$ cat src/rtl/striping_pkg.sv
// Shared definitions for the two-lane byte striper.
// Holds the default byte width, the layout of a FIFO pair entry
// ({b0, b1, v1}, v1 in the LSB), the pair-select states and the
// output phase encoding.
package striping_pkg;

  localparam int DEF_DATA_W = 8;

  // Pair entry layout: [b0 | b1 | v1]
  localparam int V1_BIT = 0;
  localparam int B1_LSB = 1;

  function automatic int pair_w(input int dw);
    return 2 * dw + 1;
  endfunction

  function automatic int b0_lsb(input int dw);
    return dw + 1;
  endfunction

  typedef enum logic {
    SEL_B0 = 1'b0,
    SEL_B1 = 1'b1
  } sel_t;

  typedef enum logic {
    PH_WAIT   = 1'b0,
    PH_UPDATE = 1'b1
  } phase_t;

endpackage

$ cat src/rtl/striping_if.sv
// Byte-stream input and two-lane output bundle of the striper.
//   data_in/valid_in/ready_in : input byte handshake
//   out_enable                : downstream may take lane data
//   lane_0/valid_0            : lane 0 byte and valid
//   lane_1/valid_1            : lane 1 byte and valid
//   error_out                 : sticky dropped-byte flag
// slave is the striper side, master is the driver/observer side.
interface striping_if
  import striping_pkg::*;
#(
  parameter int DATA_W = DEF_DATA_W
);
  logic [DATA_W-1:0] data_in;
  logic              valid_in;
  logic              ready_in;
  logic              out_enable;
  logic [DATA_W-1:0] lane_0;
  logic              valid_0;
  logic [DATA_W-1:0] lane_1;
  logic              valid_1;
  logic              error_out;

  modport slave (
    input  data_in, valid_in, out_enable,
    output ready_in, lane_0, valid_0, lane_1, valid_1, error_out
  );

  modport master (
    output data_in, valid_in, out_enable,
    input  ready_in, lane_0, valid_0, lane_1, valid_1, error_out
  );
endinterface

$ cat src/rtl/striping_pair_fifo.sv
// Small registered FIFO for byte pairs.
//   clk, rst_n           : clock, async active-low reset
//   push, push_data      : write one entry (ignored when full)
//   pop, pop_data        : read head entry (pop_data is the current head)
//   full, empty          : occupancy flags, registered
// An entry pushed at one edge becomes visible at the following edge.
module striping_pair_fifo #(
  parameter int WIDTH = 17,
  parameter int DEPTH = 4
) (
  input  logic             clk,
  input  logic             rst_n,
  input  logic             push,
  input  logic [WIDTH-1:0] push_data,
  input  logic             pop,
  output logic [WIDTH-1:0] pop_data,
  output logic             full,
  output logic             empty
);
  localparam int PTR_W = $clog2(DEPTH);
  localparam int CNT_W = PTR_W + 1;

  logic [WIDTH-1:0] mem [DEPTH];
  logic [PTR_W-1:0] wr_ptr;
  logic [PTR_W-1:0] rd_ptr;
  logic [CNT_W-1:0] count;
  logic             do_push;
  logic             do_pop;

  assign full     = (count == CNT_W'(DEPTH));
  assign empty    = (count == '0);
  assign do_push  = push && !full;
  assign do_pop   = pop && !empty;
  assign pop_data = mem[rd_ptr];

  // Depth is a power of two, so the pointers wrap naturally.
  always_ff @(posedge clk or negedge rst_n) begin
    if (!rst_n) begin
      wr_ptr <= '0;
      rd_ptr <= '0;
      count  <= '0;
    end else begin
      if (do_push) wr_ptr <= wr_ptr + 1'b1;
      if (do_pop)  rd_ptr <= rd_ptr + 1'b1;
      if (do_push && !do_pop)      count <= count + 1'b1;
      else if (do_pop && !do_push) count <= count - 1'b1;
    end
  end

  always_ff @(posedge clk) begin
    if (do_push) mem[wr_ptr] <= push_data;
  end

endmodule

$ cat src/rtl/striping.sv
// Transmit-side byte striper for the two-lane PHY path.
//   clk_2f : single clock
//   reset  : async active-low reset
//   bus    : striping_if.slave (input handshake, lane outputs, error flag)
// Consecutive bytes are paired (first -> lane 0, second -> lane 1), queued
// in a pair FIFO and presented on both lanes every second clk_2f cycle.
// A lone trailing byte is flushed on lane 0 after FLUSH_CYCLES idle cycles.
//
// state   | meaning
// SEL_B0  | no byte held; next accepted byte becomes b0
// SEL_B1  | b0 held; next byte completes the pair, or timeout flushes b0
module striping
  import striping_pkg::*;
#(
  parameter int DATA_W       = DEF_DATA_W,
  parameter int FIFO_DEPTH   = 4,
  parameter int FLUSH_CYCLES = 4
) (
  input  logic       clk_2f,
  input  logic       reset,
  striping_if.slave  bus
);
  localparam int PAIR_W = pair_w(DATA_W);
  localparam int B0_LSB = b0_lsb(DATA_W);
  localparam int TMR_W  = (FLUSH_CYCLES > 1) ? $clog2(FLUSH_CYCLES) : 1;
  localparam logic [TMR_W-1:0] TMR_LOAD = TMR_W'(FLUSH_CYCLES - 1);

  sel_t              sel_q, sel_d;
  phase_t            phase_q;
  logic [DATA_W-1:0] hold_q;
  logic [TMR_W-1:0]  idle_tmr_q;
  logic              accept;
  logic              push;
  logic              pop;
  logic              fifo_full;
  logic              fifo_empty;
  logic [PAIR_W-1:0] push_data;
  logic [PAIR_W-1:0] pop_data;
  logic [DATA_W-1:0] lane_0_q, lane_1_q;
  logic              valid_0_q, valid_1_q, error_q;

  assign bus.ready_in  = (sel_q == SEL_B0) || !fifo_full;
  assign accept        = bus.valid_in && bus.ready_in;
  assign pop           = (phase_q == PH_UPDATE) && bus.out_enable && !fifo_empty;
  assign bus.lane_0    = lane_0_q;
  assign bus.lane_1    = lane_1_q;
  assign bus.valid_0   = valid_0_q;
  assign bus.valid_1   = valid_1_q;
  assign bus.error_out = error_q;

  always_ff @(posedge clk_2f or negedge reset) begin
    if (!reset) sel_q <= SEL_B0;
    else        sel_q <= sel_d;
  end

  // Flush waits (timer stays at zero) while the FIFO is full, so the held
  // byte is never lost.
  always_comb begin
    sel_d     = sel_q;
    push      = 1'b0;
    push_data = '0;
    unique case (sel_q)
      SEL_B0: begin
        if (accept) sel_d = SEL_B1;
      end
      SEL_B1: begin
        if (accept) begin
          push      = 1'b1;
          push_data = {hold_q, bus.data_in, 1'b1};
          sel_d     = SEL_B0;
        end else if (idle_tmr_q == '0 && !fifo_full) begin
          push      = 1'b1;
          push_data = {hold_q, {DATA_W{1'b0}}, 1'b0};
          sel_d     = SEL_B0;
        end
      end
      default: sel_d = SEL_B0;
    endcase
  end

  // Idle timer counts down from FLUSH_CYCLES-1; reaching zero on an idle
  // cycle marks the FLUSH_CYCLES-th idle cycle.
  always_ff @(posedge clk_2f or negedge reset) begin
    if (!reset) begin
      hold_q     <= '0;
      idle_tmr_q <= '0;
    end else if (accept && sel_q == SEL_B0) begin
      hold_q     <= bus.data_in;
      idle_tmr_q <= TMR_LOAD;
    end else if (sel_q == SEL_B1 && !accept && idle_tmr_q != '0) begin
      idle_tmr_q <= idle_tmr_q - 1'b1;
    end
  end

  always_ff @(posedge clk_2f or negedge reset) begin
    if (!reset) phase_q <= PH_WAIT;
    else        phase_q <= (phase_q == PH_UPDATE) ? PH_WAIT : PH_UPDATE;
  end

  always_ff @(posedge clk_2f or negedge reset) begin
    if (!reset) begin
      lane_0_q  <= '0;
      lane_1_q  <= '0;
      valid_0_q <= 1'b0;
      valid_1_q <= 1'b0;
    end else if (phase_q == PH_UPDATE) begin
      if (pop) begin
        lane_0_q  <= pop_data[B0_LSB +: DATA_W];
        lane_1_q  <= pop_data[B1_LSB +: DATA_W];
        valid_0_q <= 1'b1;
        valid_1_q <= pop_data[V1_BIT];
      end else begin
        valid_0_q <= 1'b0;
        valid_1_q <= 1'b0;
      end
    end
  end

  always_ff @(posedge clk_2f or negedge reset) begin
    if (!reset)                             error_q <= 1'b0;
    else if (bus.valid_in && !bus.ready_in) error_q <= 1'b1;
  end

  striping_pair_fifo #(
    .WIDTH (PAIR_W),
    .DEPTH (FIFO_DEPTH)
  ) u_pair_fifo (
    .clk       (clk_2f),
    .rst_n     (reset),
    .push      (push),
    .push_data (push_data),
    .pop       (pop),
    .pop_data  (pop_data),
    .full      (fifo_full),
    .empty     (fifo_empty)
  );

endmodule

$ cat src/flat_wrapper.sv
// flat-port wrapper written by rule: the top's interface ports become plain ports
module striping_flat import striping_pkg::*;
#(
  parameter int DATA_W       = DEF_DATA_W,
  parameter int FIFO_DEPTH   = 4,
  parameter int FLUSH_CYCLES = 4
)
  (clk_2f, reset, bus_data_in, bus_valid_in, bus_out_enable, bus_ready_in, bus_lane_0, bus_valid_0, bus_lane_1, bus_valid_1, bus_error_out);
  striping_if #(.DATA_W(DATA_W)) bus_i ();
  input  logic clk_2f;
  input  logic reset;
  input wire logic [$bits(bus_i.data_in)-1:0] bus_data_in;
  input wire logic [$bits(bus_i.valid_in)-1:0] bus_valid_in;
  input wire logic [$bits(bus_i.out_enable)-1:0] bus_out_enable;
  output wire logic [$bits(bus_i.ready_in)-1:0] bus_ready_in;
  output wire logic [$bits(bus_i.lane_0)-1:0] bus_lane_0;
  output wire logic [$bits(bus_i.valid_0)-1:0] bus_valid_0;
  output wire logic [$bits(bus_i.lane_1)-1:0] bus_lane_1;
  output wire logic [$bits(bus_i.valid_1)-1:0] bus_valid_1;
  output wire logic [$bits(bus_i.error_out)-1:0] bus_error_out;
  assign bus_i.data_in = bus_data_in;
  assign bus_i.valid_in = bus_valid_in;
  assign bus_i.out_enable = bus_out_enable;
  assign bus_ready_in = bus_i.ready_in;
  assign bus_lane_0 = bus_i.lane_0;
  assign bus_valid_0 = bus_i.valid_0;
  assign bus_lane_1 = bus_i.lane_1;
  assign bus_valid_1 = bus_i.valid_1;
  assign bus_error_out = bus_i.error_out;
  striping #(.DATA_W(DATA_W), .FIFO_DEPTH(FIFO_DEPTH), .FLUSH_CYCLES(FLUSH_CYCLES)) u_core (.clk_2f(clk_2f), .reset(reset), .bus(bus_i));
endmodule
$ cat config.mk
export PLATFORM = sky130hd
export DESIGN_NAME = striping_flat
export DESIGN_NICKNAME = d
export VERILOG_FILES = /design/src/rtl/striping_pkg.sv /design/src/rtl/striping_if.sv /design/src/rtl/striping_pair_fifo.sv /design/src/rtl/striping.sv /design/src/flat_wrapper.sv
export SDC_FILE = /design/constraint.sdc
export NUM_CORES = 1
export LEC_CHECK = 0
export BUFFER_PORTS_ARGS = -buffer_cell sky130_fd_sc_hd__buf_2
export CAP_MARGIN = 20
export CORE_MARGIN = 4
export CORE_UTILIZATION = 66
export CTS_BUF_LIST = sky130_fd_sc_hd__clkbuf_4 sky130_fd_sc_hd__clkbuf_8
export DETAILED_ROUTE_END_ITERATION = 8
export PLACE_DENSITY = 0.91
export REMOVE_ABC_BUFFERS = 1
export SYNTH_ARGS = -nofsm -noshare
export SYNTH_HDL_FRONTEND = slang
export SYNTH_SLANG_ARGS = --single-unit
export TNS_END_PERCENT = 5
$ cat constraint.sdc
create_clock -name clk_2f -period 4 [get_ports clk_2f]
set_input_delay 0.8 -clock clk_2f [delete_from_list [all_inputs] [get_ports clk_2f]]
set_output_delay 0.8 -clock clk_2f [all_outputs]
set_load 0.01 [all_outputs]
# Word-level counts from Yosys, hierarchy flattened
# Memories as Yosys holds them, arrays and structs flattened.
# Cells that the tools add are included.
dict set report classes {
  add_sub_neg 5
  n_mul 0
  div 0
  n_lt_le_gt_ge 0
  eq_ne 1
  n_shift 0
  mux 19
  bitwise 1
  n_reduce_logical 25
}
# operator n
set ops {}
lappend ops {{2-to-1 mux 17 bit} 3}
lappend ops {{logical AND 1 bit} 12}
lappend ops {{2-to-1 mux 1 bit} 11}
lappend ops {{zero test 1 bit} 6}
lappend ops {{2-to-1 mux 3 bit} 2}
lappend ops {{nonzero test 2 bit} 3}
lappend ops {{adder 2 x 1 -> 2 bit, second input constant} 2}
lappend ops {{2-to-1 mux 2 bit} 2}
lappend ops {{adder 3 x 1 -> 3 bit, second input constant} 1}
lappend ops {{equality test 3 bit, second input constant} 1}
lappend ops {{zero test 3 bit} 1}
lappend ops {{subtractor 3 x 1 -> 3 bit, second input constant} 1}
lappend ops {{zero test 2 bit} 1}
lappend ops {{one-hot mux 1 bit (2 select lines)} 1}
lappend ops {{AND reduction 2 bit} 1}
lappend ops {{subtractor 2 x 1 -> 2 bit, second input constant} 1}
lappend ops {{logical OR 1 bit} 1}
lappend ops {{inverter 1 bit} 1}
dict set report word_totals {
  reg_bits 38
  latch_bits 0
  mem_bits_rw 68
  mem_bits_ro 0
  out_inout_bits 20
  word_cells 64
  memories 1
}
# memory words width rd rd_clocked_by_memory_dff wr line_no
set mem_list {}
lappend mem_list {u_core.u_pair_fifo.mem 4 17 1 0 1 striping_pair_fifo.sv:23} ;# logic [WIDTH-1:0] mem [DEPTH];

# Longest topological paths before layout
# Gate-level depths: netlist of the first run.
dict set report logic_depth {
  word_depth 11
  mapped_depth 11
  mapped_depth_nobuf 10
}

# Cells and area by module
# A second synthesis of the first run with hierarchy kept.
dict set report unflattened {
  hier_cells 231
  hier_area_um2 4299.1
}
# module instances cells_per_inst area_each_um2 seq_area_each_um2
set modules_own_cells {}
lappend modules_own_cells {striping_pair_fifo 1 125 2925.3 2217.1}
lappend modules_own_cells {striping 1 106 1373.8 775.7}

# Least setup slack after synthesis of the first run
# Ideal clock, no wire load.
dict set report synth_path {
  path_kind {input to register}
  from {in bus_valid_in}
  to {reg u_core.u_pair_fifo.count[2]}
  setup_ns 0.079
  arrival_ns 2.290
  required_ns 3.921
  setup_slack_ns 1.631
  path_stages 9
  n_path_buf 1
  cell_sequence {o21ai_0 > nor2_1 > buf_2 > ha_1 > inv_1 > fa_1 > xor2_1 > nor2_1 > xor2_1}
}
dict set report synth_via {
  elab_chain_len 7
  elab_cells_between_ends 9
}
# item line_no
set synth_rtl {}
lappend synth_rtl {{start, declared} flat_wrapper.sv:13} ;# input wire logic [$bits(bus_i.valid_in)-1:0] bus_valid_in;
lappend synth_rtl {{logical AND 1 bit *} striping.sv:43} ;# assign accept = bus.valid_in && bus.ready_in;
lappend synth_rtl {{2-to-1 mux 1 bit *} striping.sv:67} ;# if (accept) begin
lappend synth_rtl {{2-to-1 mux 1 bit *} striping.sv:62} ;# unique case (sel_q)
lappend synth_rtl {{logical AND 1 bit *} striping_pair_fifo.sv:32} ;# assign do_push = push && !full;
lappend synth_rtl {{named net u_core.u_pair_fifo.do_push} striping_pair_fifo.sv:27} ;# logic do_push;
lappend synth_rtl {{zero test 1 bit} striping_pair_fifo.sv:46} ;# else if (do_pop && !do_push) count <= count - 1'b1;
lappend synth_rtl {{logical AND 1 bit} striping_pair_fifo.sv:46}
lappend synth_rtl {{nonzero test 2 bit (no line)} -}
lappend synth_rtl {{end signal, assigned} striping_pair_fifo.sv:45} ;# if (do_push && !do_pop) count <= count + 1'b1;
lappend synth_rtl {{end signal, assigned} striping_pair_fifo.sv:46}
lappend synth_rtl {{end, declared} striping_pair_fifo.sv:26} ;# logic [CNT_W-1:0] count;
# Mark *: on every way through the listed nets, which the timed path passes. The rest lies on a longest branch.
# A chain may end at the register's enable or synchronous reset.

# Worst setup path after layout of the first run
dict set report layout_path {
  from {reg u_core.idle_tmr_q[0]}
  to {reg u_core.u_pair_fifo.count[2]}
}
dict set report layout_via {
  elab_chain_len 9
  elab_cells_between_ends 11
}
# item line_no
set layout_rtl {}
lappend layout_rtl {{start, declared} striping.sv:31} ;# logic [TMR_W-1:0] idle_tmr_q;
lappend layout_rtl {{start signal, assigned} striping.sv:91} ;# idle_tmr_q <= idle_tmr_q - 1'b1;
lappend layout_rtl {{zero test 2 bit *} striping.sv:71} ;# end else if (idle_tmr_q == '0 && !fifo_full) begin
lappend layout_rtl {{logical AND 1 bit *} striping.sv:71}
lappend layout_rtl {{2-to-1 mux 1 bit *} striping.sv:71}
lappend layout_rtl {{2-to-1 mux 1 bit *} striping.sv:67}
lappend layout_rtl {{2-to-1 mux 1 bit *} striping.sv:62}
lappend layout_rtl {{logical AND 1 bit *} striping_pair_fifo.sv:32}
lappend layout_rtl {{zero test 1 bit} striping_pair_fifo.sv:46}
lappend layout_rtl {{logical AND 1 bit} striping_pair_fifo.sv:46}
lappend layout_rtl {{nonzero test 2 bit (no line)} -}
# Every way passes the cells marked *; elsewhere a longest branch is shown, timed or not.

==> results of run 1 <==
## state kept, by name, indices dropped and copies added, names as in the netlist
name,count
u_core.u_pair_fifo.mem,68
u_core.bus.lane_0,8
u_core.u_pair_fifo.count,3
u_core.hold_q,8
u_core.u_pair_fifo.wr_ptr,2
u_core.phase_q,1
u_core.bus.valid_1,1
u_core.bus.error_out,1
u_core.u_pair_fifo.rd_ptr,2
u_core.bus.valid_0,1
u_core.sel_q,1
u_core.bus.lane_1,8
u_core.idle_tmr_q,2
## per-stage QoR
stage | hold WS [ps] | instance area [µm²] | util
global placement | 455 | 4440 | 0.733
finish | 476 | 4690 | 0.774
CTS | 485 | 4650 | 0.768
global route | 525 | 4690 | 0.774
floorplan | 425 | 4170 | -
detailed placement | 457 | 4440 | 0.733
## layout make-up
cell class | count | area [µm²] | area share
inverter | 9 | 33.8 | 0.00720
multi-input combinational | 104 | 1160 | 0.247
clock inverter | 6 | 81.3 | 0.0173
sequential | 106 | 2990 | 0.638
timing repair buffer | 34 | 201 | 0.0429
clock buffer | 10 | 131 | 0.0280
tap | 75 | 93.8 | 0.0200
## metal layers
layer / global-route usage / vias to the layer above / part of all wire
li1: - / 932 / -
met1: 0.269 / 1021 / 0.40
met2: 0.349 / 49 / 0.54
met3: 0.0414 / 6 / 0.047
met4: 0.0948 / 0 / 0.0084
met5: 0 / - / 0
## worst max-delay path, delay by kind of cell, from the launching register on
kind / cells / cell delay, ps
AOI/OAI and AO/OA: 1 / 110
xor gates and xnor gates: 2 / 330
adders and majority gates: 3 / 810
buffers and inverters: 3 / 380
DFF: 1 / 420
and+or+nand+nor: 2 / 250
## report_power, final
part           leakage (nW)  internal, mW  switching [mW]
clock network         0.107         0.355           0.333
logic                 0.639         0.551           0.496
registers              1.08          1.55           0.206
## synthesized netlist by cell type (all sizes together), types with 2 or more instances
library cell,instances
buf,8
ha,6
xnor2,3
nor2,7
nand2,3
mux4,17
nor3,3
mux2,26
o21ai,2
dfrtp,38
edfxtp,68
xor2,3
and2,20
inv,9
## cells by family (layout without fill, tap and decap cells)
kind of cell             Yosys count  after routing  synth area share
multiplexers                      43             43             0.166
XOR/XNOR                           6              6            0.0124
flip-flops                       106            106             0.706
adder cells (fa/ha/maj)            7              7            0.0224
buffers and inverters             18             59            0.0245
AO/OA/AOI/OAI                     10             10            0.0171
AND/OR/NAND/NOR                   38             38            0.0517
## worst min-delay path by stage
stage	startpoint	end	slack [ps]	cells past startpoint
2_1_floorplan	u_core.phase_q$_DFF_PN0_	u_core.phase_q$_DFF_PN0_	430	1
3_3_place_gp	u_core.bus.error_out$_DFFE_PN0P_	u_core.bus.error_out$_DFFE_PN0P_	460	1
3_5_place_dp	u_core.bus.error_out$_DFFE_PN0P_	u_core.bus.error_out$_DFFE_PN0P_	460	1
4_1_cts	u_core.bus.error_out$_DFFE_PN0P_	u_core.bus.error_out$_DFFE_PN0P_	480	1
5_1_grt	u_core.hold_q[3]$_DFFE_PN0P_	u_core.hold_q[3]$_DFFE_PN0P_	520	1
6_report	u_core.bus.error_out$_DFFE_PN0P_	u_core.bus.error_out$_DFFE_PN0P_	480	1
## placed cells by master (no fill, tap or decap), types with 2 or more instances in the layout
master	n
sky130_fd_sc_hd__dfrtp_1	38
sky130_fd_sc_hd__mux2_2	26
sky130_fd_sc_hd__nand2_1	3
sky130_fd_sc_hd__and2_1	20
sky130_fd_sc_hd__clkinv_2	2
sky130_fd_sc_hd__mux4_2	10
sky130_fd_sc_hd__xor2_1	3
sky130_fd_sc_hd__bufinv_16	2
sky130_fd_sc_hd__buf_2	31
sky130_fd_sc_hd__xnor2_1	3
sky130_fd_sc_hd__mux4_1	7
sky130_fd_sc_hd__ha_1	6
sky130_fd_sc_hd__clkbuf_8	9
sky130_fd_sc_hd__o21ai_0	2
sky130_fd_sc_hd__edfxtp_1	68
sky130_fd_sc_hd__nor2_1	7
sky130_fd_sc_hd__nor3_1	3
sky130_fd_sc_hd__inv_1	9
==> run_results.csv, run 1 <==
group,metric,value,unit
clock_tree,cts_clock_pin_slew_for_the_worst_setup_and_hold_paths,90,ps
sta,fmax,421,MHz
worst_hold_path,hp-class,"reg -> reg",
worst_setup_path,max_stage_delay,420,ps
synthesis,ys_types,33,
synthesis,synth_sequential_area_ratio,0.706,
grt,grt.total_usage,0.209,
route,detail_route.drc_violations,0,
sta,hold_viol,0,
synthesis,netlist.top_cell.by_area,"sky130_fd_sc_hd__edfxtp_1",
power_and_ir_drop,design_power_total,3.49,mW
clock_tree,cts.repair.resized,0,
sta,setup-violations-final,0,
floorplan,rows,28,
final_layout,final_cells,344,
power_and_ir_drop,p_leak,1.83,nW
floorplan,floorplan.die.width,88.1,µm
clock_tree,tritoncts,"yes",
route,route.final.wire_length,6940,µm
worst_setup_path,worst_r2r_startpoint,"u_core.idle_tmr_q[0]$_DFFE_PN0P_",
sta,worst_slack,1620,ps
grt,global_route_wire_length_before_repair,11400,µm
placed_design,io_buffers,31,
worst_setup_path,setup.worst_path.end_class,"register",
grt,grt_antenna_before_repair,0,
sta,layout_worst_path_cycle_share,0.594,
placed_design,gp_congestion,0.696,
clock_tree,clock_path_buffers,2,
final_layout,fillCellCount,333,
worst_setup_path,critical_path_arrival,2660,ps
placed_design,dp_slack,1160,ps
synthesis,area_fraction_of_the_dominant_cell_type_after_synthesis,0.482,
synthesis,synthFlopType,"sky130_fd_sc_hd__edfxtp_1",
grt,total_grt_overflow,0,
clock_tree,clkSinkCount,106,
run_status,outcome,"complete, no violations",
sta,final-max-slew-violation-count,0,
worst_setup_path,r2r_setup_slack,1620,ps
sta,max_slew.worst_pin.slew,908,ps
worst_setup_path,worstSetupStartpoint,"u_core.idle_tmr_q[0]$_DFFE_PN0P_",
route,drt-vias-per-instance,5.84,
synthesis,yosys_register_bits,106,
placed_design,hpwl_after_detailed_placement,4280,µm
worst_setup_path,capturing_point_of_the_worst_reg2reg_path,"u_core.u_pair_fifo.count[2]$_DFFE_PN0P_",
worst_setup_path,setup.worst_path.start_class,"register",
worst_setup_path,critical_path_class,"reg -> reg",
sta,finClkSkew,8.39,ps
floorplan,coreArea,6060,µm²
floorplan,fp.dieH,88.1,µm
route,length_of_the_first_detailed_routing_pass_in_iterations,4,
worst_setup_path,worstPathMaxFanout,16,
floorplan,start_util,0.699,
floorplan,count_of_pins_on_the_block_boundary,32,
clock_tree,root_buffer,"sky130_fd_sc_hd__clkbuf_8",
sta,period_needed,2380,ps
worst_setup_path,critPathSlowestCell,"sky130_fd_sc_hd__dfrtp_1",
synthesis,syn-mean-instance-area,18.6,µm²
power_and_ir_drop,vdd_ir_drop_max,520,µV
worst_setup_path,worst_setup_path_endpoint,"u_core.u_pair_fifo.count[2]$_DFFE_PN0P_",
route,vias,2008,
synthesis,syn-cell-area,4240,µm²
route,detail-route-antenna-nets,0,
final_layout,nNetsFinal,283,
synthesis,synth_async_sr_flop_share,0.358,
power_and_ir_drop,power_density_over_cell_area,744,nW/µm²
sta,grt_setup_unrepaired,"no",
grt,vias_in_the_first_global_route,2111,
grt,grt_start_max_net_pins,39,
placed_design,numPlacedInstances,326,
sta,tns,0,ps
route,detail_route.iter0.violations,149,
clock_tree,clock_latency,360,ps
worst_setup_path,timing.reg2reg.worst_path_depth,11,
final_layout,drive_gt1_frac,0.331,
worst_setup_path,worstPathCellList,"inv_1 > ha_1 > o21ai_0 > nor2_1 > buf_4 > ha_1 > inv_1 > fa_1 > xor2_1 > nor2_1 > xor2_1",
clock_tree,cts_buffers,9,
floorplan,die_area,7770,µm²
run,maxCapViolations,0,
synthesis,netlist_instances,228,
sta,max-slew-margin-rel,0.395,
final_layout,area_growth,10.7,%
clock_tree,cts-htree-levels,3,
synthesis,synth.yosys.warnings,0,
synthesis,synth_top_cells_by_area,"sky130_fd_sc_hd__edfxtp_1 (48%), sky130_fd_sc_hd__dfrtp_1 (22%), sky130_fd_sc_hd__mux2_2 (6.9%)",
clock_tree,post_cts_setup_bufs,0,
clock_tree,postCtsHoldBufs,0,
worst_setup_path,required,4290,ps
final_layout,inserted_diodes,0,
synthesis,number_of_enable_flip_flop_cells_after_synthesis,68,
route,route.detailed.wl_per_inst,20.2,µm
Note: power is estimated with default switching activity, not from simulation.
==> run 2: changes to the inputs <==
--- a/config.mk
+++ b/config.mk
@@ -8,10 +8,10 @@
 export BUFFER_PORTS_ARGS = -buffer_cell sky130_fd_sc_hd__buf_2
 export CAP_MARGIN = 20
 export CORE_MARGIN = 4
-export CORE_UTILIZATION = 66
+export CORE_UTILIZATION = 62
 export CTS_BUF_LIST = sky130_fd_sc_hd__clkbuf_4 sky130_fd_sc_hd__clkbuf_8
 export DETAILED_ROUTE_END_ITERATION = 8
-export PLACE_DENSITY = 0.91
+export PLACE_DENSITY = 0.87
 export REMOVE_ABC_BUFFERS = 1
 export SYNTH_ARGS = -nofsm -noshare
 export SYNTH_HDL_FRONTEND = slang
==> constraint.sdc (replaced) <==
create_clock -name clk_2f -period 2.3 [get_ports clk_2f]
set_input_delay 0.46 -clock clk_2f [delete_from_list [all_inputs] [get_ports clk_2f]]
set_output_delay 0.46 -clock clk_2f [all_outputs]
set_load 0.01 [all_outputs]
==> run_results.csv, run 2 (synthesis results as in run 1) <==
group,metric,value,unit
worst_setup_path,critical_path_arrival,2390,ps
sta,hold_slack,112,ps
route,drt-vias-per-instance,5.82,
placed_design,dp_slack,214,ps
sta,hold_viol,0,
grt,grt_antenna_before_repair,0,
clock_tree,clkSinkCount,106,
sta,setup-violations-final,0,
grt,global_route_wire_length_before_repair,11500,µm
worst_setup_path,required,2570,ps
power_and_ir_drop,vdd_ir_drop_max,925,µV
clock_tree,root_buffer,"sky130_fd_sc_hd__clkbuf_8",
final_layout,final_cells,359,
sta,fmax,473,MHz
sta,finClkSkew,7.82,ps
placed_design,io_buffers,31,
power_and_ir_drop,sw_frac_of_total,0.292,
final_layout,inserted_diodes,0,
sta,period_needed,2110,ps
final_layout,largest_register,"u_core.u_pair_fifo.mem",
floorplan,floorplan.die.width,90.7,µm
worst_hold_path,hp-class,"in -> async",
power_and_ir_drop,design_power_total,6.14,mW
clock_tree,tritoncts,"yes",
final_layout,multi_input_comb_area,1160,µm²
sta,final-max-slew-violation-count,0,
route,vias,2090,
final_layout,final_cell_mix,"sky130_fd_sc_hd__edfxtp_1 (68), sky130_fd_sc_hd__dfrtp_1 (38), sky130_fd_sc_hd__buf_2 (31)",
power_and_ir_drop,clock_power_share,0.201,
clock_tree,clock_latency,350,ps
final_layout,fillCellCount,376,
worst_setup_path,setup.worst_path.start_class,"register",
worst_setup_path,setup.worst_path.end_class,"register",
route,length_of_the_first_detailed_routing_pass_in_iterations,4,
placed_design,numPlacedInstances,343,
final_layout,register_area,2990,µm²
power_and_ir_drop,p_int,4.34,mW
final_layout,largest_reg_flops,68,
sta,tns,0,ps
route,detail-route-antenna-nets,0,
grt,grt_start_max_net_pins,28,
worst_setup_path,critPathSlowestCell,"sky130_fd_sc_hd__dfrtp_1",
clock_tree,post_cts_setup_bufs,0,
final_layout,area_growth,12.9,%
route,detail_route.drc_violations,0,
final_layout,drive_gt1_frac,0.365,
worst_setup_path,timing.reg2reg.worst_path_depth,10,
sta,max_slew.worst_pin.slew,619,ps
clock_tree,cts-htree-levels,3,
worst_setup_path,worstPathMaxFanout,5,
final_layout,layout_commonest_cell,"sky130_fd_sc_hd__edfxtp_1",
floorplan,die_area,8220,µm²
worst_setup_path,max_stage_delay,420,ps
placed_design,hpwl_after_detailed_placement,4670,µm
run_status,outcome,"complete, no violations",
worst_setup_path,capturing_point_of_the_worst_reg2reg_path,"u_core.u_pair_fifo.count[2]$_DFFE_PN0P_",
power_and_ir_drop,combinationalPowerShare,0.316,
power_and_ir_drop,p_sw,1.80,mW
floorplan,fp.dieH,90.7,µm
sta,layout_worst_path_cycle_share,0.918,
route,route.final.wire_length,7030,µm
clock_tree,cts.repair.resized,0,
sta,grt_setup_unrepaired,"no",
run,maxCapViolations,0,
final_layout,nNetsFinal,296,
clock_tree,postCtsHoldBufs,0,
power_and_ir_drop,relative_contribution_of_sequential_cells_to_total_power,0.482,
worst_setup_path,worstPathCellList,"inv_1 > ha_1 > o21ai_0 > nor2_1 > ha_1 > inv_1 > fa_1 > xor2_1 > nor2_1 > xor2_1",
grt,grt.total_usage,0.187,
sta,worst_slack,188,ps
route,detail_route.iter0.violations,148,
floorplan,coreArea,6490,µm²
power_and_ir_drop,p_leak,1.89,nW
clock_tree,cts_buffers,9,
route,route.detailed.wl_per_inst,19.6,µm
floorplan,count_of_pins_on_the_block_boundary,32,
power_and_ir_drop,power_density_over_cell_area,1280,nW/µm²
grt,vias_in_the_first_global_route,2203,
clock_tree,cts_clock_pin_slew_for_the_worst_setup_and_hold_paths,90,ps
clock_tree,clock_path_buffers,2,
worst_setup_path,critical_path_class,"reg -> reg",
placed_design,gp_congestion,0.773,
floorplan,rows,29,
worst_setup_path,r2r_setup_slack,190,ps
grt,total_grt_overflow,0,
sta,max-slew-margin-rel,0.587,
worst_setup_path,worst_r2r_startpoint,"u_core.idle_tmr_q[0]$_DFFE_PN0P_",
floorplan,start_util,0.652,
==> run 2: cell types whose count changed in the layout (fill, tap and decap cells not counted), sizes merged <==
cell / change
buf: +13
clkbuf: +2
clkinv: -2
==> run 2: routing by layer <==
| metal | vias to the layer above | global-route usage | wire, µm |
|---|---|---|---|
| li1 | 964 | - | - |
| met1 | 1058 | 0.236 | 2780 |
| met2 | 59 | 0.316 | 3850 |
| met3 | 9 | 0.0450 | 305 |
| met4 | 0 | 0.0702 | 105 |
| met5 | - | 0 | 0 |
==> run 2: power groups by stage <==
stage	logic, mW	registers, mW	clock network, mW
after floorplan	1.14	3.11	0
after CTS	1.98	2.97	1.25
after global routing	2.14	3.02	1.37
after detailed placement	1.96	3.00	0
final	1.94	2.96	1.24
after global placement	1.89	2.95	0
==> run 2: cell type report <==
class / count / share of cell area
Clock buffer: 12 / 0.0319
Clock inverter: 4 / 0.0159
Inverter: 9 / 0.00706
Multi-Input combinational cell: 104 / 0.242
Sequential cell: 106 / 0.625
Tap cell: 77 / 0.0201
Timing Repair Buffer: 47 / 0.0575
==> run 2: worst max path at each step <==
stage	startpoint	end	slack [ps]	cells past startpoint
finish	u_core.idle_tmr_q[0]$_DFFE_PN0P_	u_core.u_pair_fifo.count[2]$_DFFE_PN0P_	190	10
global route	u_core.idle_tmr_q[0]$_DFFE_PN0P_	u_core.u_pair_fifo.count[2]$_DFFE_PN0P_	30	10
CTS	u_core.idle_tmr_q[0]$_DFFE_PN0P_	u_core.u_pair_fifo.count[2]$_DFFE_PN0P_	190	10
detailed placement	u_core.idle_tmr_q[0]$_DFFE_PN0P_	u_core.u_pair_fifo.count[2]$_DFFE_PN0P_	210	10
global placement	u_core.idle_tmr_q[0]$_DFFE_PN0P_	u_core.u_pair_fifo.count[2]$_DFFE_PN0P_	290	10
floorplan	u_core.u_pair_fifo.count[0]$_DFFE_PN0P_	u_core.u_pair_fifo.count[2]$_DFFE_PN0P_	-1110	7
==> run 2: metrics by stage <==
step            util  area (µm²)
4_1_cts        0.737        4790
5_1_grt        0.737        4790
6_report       0.737        4790
3_5_place_dp   0.702        4560
2_1_floorplan      -        4170
3_3_place_gp   0.702        4560
==> run 2: critical path: cells and delay by family (launching register included) <==
| family | cells | cell delay (ps) |
|---|---|---|
| fa+ha+maj | 3 | 810 |
| flops | 1 | 420 |
| xor+xnor | 2 | 320 |
| simple gates | 2 | 260 |
| buf+inv | 2 | 150 |
| compound gates | 1 | 90 |
==> run 3: changes to the inputs <==
--- a/config.mk
+++ b/config.mk
@@ -11,7 +11,7 @@
 export CORE_UTILIZATION = 62
 export CTS_BUF_LIST = sky130_fd_sc_hd__clkbuf_4 sky130_fd_sc_hd__clkbuf_8
 export DETAILED_ROUTE_END_ITERATION = 8
-export PLACE_DENSITY = 0.87
+export PLACE_DENSITY = 0.82
 export REMOVE_ABC_BUFFERS = 1
 export SYNTH_ARGS = -nofsm -noshare
 export SYNTH_HDL_FRONTEND = slang
==> run_results.csv, run 3 (synthesis results as in run 1) <==
group,metric,value,unit
final_layout,design_area,4780,µm²
final_layout,inserted_diodes,0,
grt,vias_in_the_first_global_route,2177,
power_and_ir_drop,vdd_ir_drop_max,803,µV
grt,grt_start_max_net_pins,21,
worst_hold_path,worstHoldStart,"bus_data_in[0]",
grt,global_route_wire_length_before_repair,11200,µm
sta,final-max-slew-violation-count,0,
grt,grt.total_usage,0.182,
placed_design,dp_slack,181,ps
worst_hold_path,hold-path-cell-count,2,
worst_setup_path,r2r_setup_slack,230,ps
sta,max-slew-margin-rel,0.668,
floorplan,fp.dieH,90.7,µm
route,length_of_the_first_detailed_routing_pass_in_iterations,4,
placed_design,dpl_cell_area,4540,µm²
route,route.final.wire_length,6760,µm
worst_setup_path,required,2590,ps
floorplan,floorplan.die.width,90.7,µm
worst_setup_path,timing.reg2reg.worst_path_depth,10,
route,detail_route.iter0.violations,78,
final_layout,area_growth,12.8,%
sta,period_needed,2070,ps
run,maxCapViolations,0,
sta,layout_worst_path_cycle_share,0.899,
route,vias,2061,
final_layout,largest_register,"u_core.u_pair_fifo.mem",
sta,hold_viol,0,
sta,worst_slack,232,ps
floorplan,coreArea,6490,µm²
placed_design,gp_congestion,0.738,
clock_tree,clkSinkCount,106,
power_and_ir_drop,p_leak,1.87,nW
worst_setup_path,critical_path_class,"reg -> reg",
final_layout,largest_reg_flops,68,
power_and_ir_drop,power_density_over_cell_area,1270,nW/µm²
floorplan,die_area,8220,µm²
route,drt-vias-per-instance,5.76,
worst_setup_path,critical_path_arrival,2360,ps
placed_design,io_buffers,31,
sta,grt_setup_unrepaired,"no",
final_layout,layout_commonest_cell,"sky130_fd_sc_hd__edfxtp_1",
worst_setup_path,setup.worst_path.end_class,"register",
worst_hold_path,min_to,"u_core.hold_q[0]$_DFFE_PN0P_",
floorplan,count_of_pins_on_the_block_boundary,32,
run_status,outcome,"complete, no violations",
sta,fmax,484,MHz
floorplan,rows,29,
sta,finClkSkew,8.44,ps
clock_tree,root_buffer,"sky130_fd_sc_hd__clkbuf_8",
sta,setup-violations-final,0,
floorplan,start_util,0.652,
route,route.detailed.wl_per_inst,18.9,µm
sta,max_slew.worst_pin.slew,498,ps
clock_tree,cts_buffers,9,
worst_setup_path,capturing_point_of_the_worst_reg2reg_path,"u_core.u_pair_fifo.count[2]$_DFFE_PN0P_",
grt,grt_antenna_before_repair,0,
final_layout,nNetsFinal,295,
route,detail_route.drc_violations,0,
clock_tree,cts-htree-levels,3,
worst_setup_path,setup.worst_path.start_class,"register",
route,detail-route-antenna-nets,0,
worst_hold_path,hp-class,"in -> reg",
final_layout,drive_gt1_frac,0.367,
final_layout,final_cell_mix,"sky130_fd_sc_hd__edfxtp_1 (68), sky130_fd_sc_hd__dfrtp_1 (38), sky130_fd_sc_hd__buf_2 (31)",
grt,total_grt_overflow,0,
worst_setup_path,worstPathMaxFanout,5,
worst_setup_path,worst_r2r_startpoint,"u_core.idle_tmr_q[0]$_DFFE_PN0P_",
placed_design,hpwl_after_detailed_placement,4440,µm
clock_tree,clock_path_buffers,2,
clock_tree,tritoncts,"yes",
clock_tree,cts_clock_pin_slew_for_the_worst_setup_and_hold_paths,90,ps
clock_tree,clock_latency,360,ps
[run 3: changes by cell type in the layout (fill, tap and decap cells not counted), sizes merged]
cell         before  now
buf              47   45
clkbuf           12   10
clkinv            1    3
dlygate4sd3       0    1
[run 3: repair_timing]
item / 4_1_cts / 5_1_grt
endpoints found under the setup margin: 0 / 1
gates resized for setup: 0 / 4
buffers inserted: 0 / 0
hold buffers: 1 / 0
hold endpoints to repair: 12 / 0
[run 3: report_power, final]
group | total (mW) | internal, mW | switching, mW
logic | 1.94 | 0.984 | 0.954
registers | 2.94 | 2.69 | 0.254
clock network | 1.19 | 0.618 | 0.574
total | 6.08 | 4.29 | 1.78
[run 3: area by class of cell]
class / instances / area (µm²)
inverters: 9 / 33.8
multi-input cells: 104 / 1170
clock inverters: 6 / 81.3
repair buffers: 46 / 270
well taps: 77 / 96.3
fillers: 390 / 1720
clock buffers: 10 / 131
flip-flops and latches: 106 / 2990
[run 3: worst max-delay path: stages, from the launching register on]
cell	delay (ps)
sky130_fd_sc_hd__dfrtp_1	420
sky130_fd_sc_hd__inv_2	100
sky130_fd_sc_hd__ha_4	160
sky130_fd_sc_hd__o21ai_0	80
sky130_fd_sc_hd__nor2_1	180
sky130_fd_sc_hd__ha_2	210
sky130_fd_sc_hd__inv_1	50
sky130_fd_sc_hd__fa_1	370
sky130_fd_sc_hd__xor2_1	170
sky130_fd_sc_hd__nor2_1	120
sky130_fd_sc_hd__xor2_1	150
[run 3: through the flow]
step / setup TNS [ps] / instances / util / total power, mW / hold slack, ps
floorplan: -9270 / 219 / - / 4.25 / 164
global placement: 0 / 341 / 0.699 / 4.82 / 369
detailed placement: 0 / 341 / 0.699 / 4.94 / 372
CTS: 0 / 358 / 0.734 / 6.13 / 331
global route: 0 / 358 / 0.736 / 6.47 / 327
finish: 0 / 358 / 0.736 / 6.08 / 346
[run 3: how the worst max path moves through the flow]
stage          cells after the start                                 endpoint  slack [ps]                               startpoint
3_3_place_gp                      10  u_core.u_pair_fifo.count[2]$_DFFE_PN0P_         280         u_core.idle_tmr_q[0]$_DFFE_PN0P_
4_1_cts                           10  u_core.u_pair_fifo.count[2]$_DFFE_PN0P_         160         u_core.idle_tmr_q[0]$_DFFE_PN0P_
6_report                          10  u_core.u_pair_fifo.count[2]$_DFFE_PN0P_         230         u_core.idle_tmr_q[0]$_DFFE_PN0P_
5_1_grt                           10  u_core.u_pair_fifo.count[2]$_DFFE_PN0P_          40         u_core.idle_tmr_q[0]$_DFFE_PN0P_
2_1_floorplan                      7  u_core.u_pair_fifo.count[2]$_DFFE_PN0P_       -1110  u_core.u_pair_fifo.count[0]$_DFFE_PN0P_
3_5_place_dp                      10  u_core.u_pair_fifo.count[2]$_DFFE_PN0P_         180         u_core.idle_tmr_q[0]$_DFFE_PN0P_
[run 3: per-layer routing]
layer  routed length (µm)  share of wire  up-vias  track usage
met5                    0              0        -            0
li1                     -              -      955            -
met3                  249          0.037        5       0.0550
met2                 3580           0.53       44        0.308
met4                   41         0.0061        0       0.0459
met1                 2890           0.43     1057        0.231
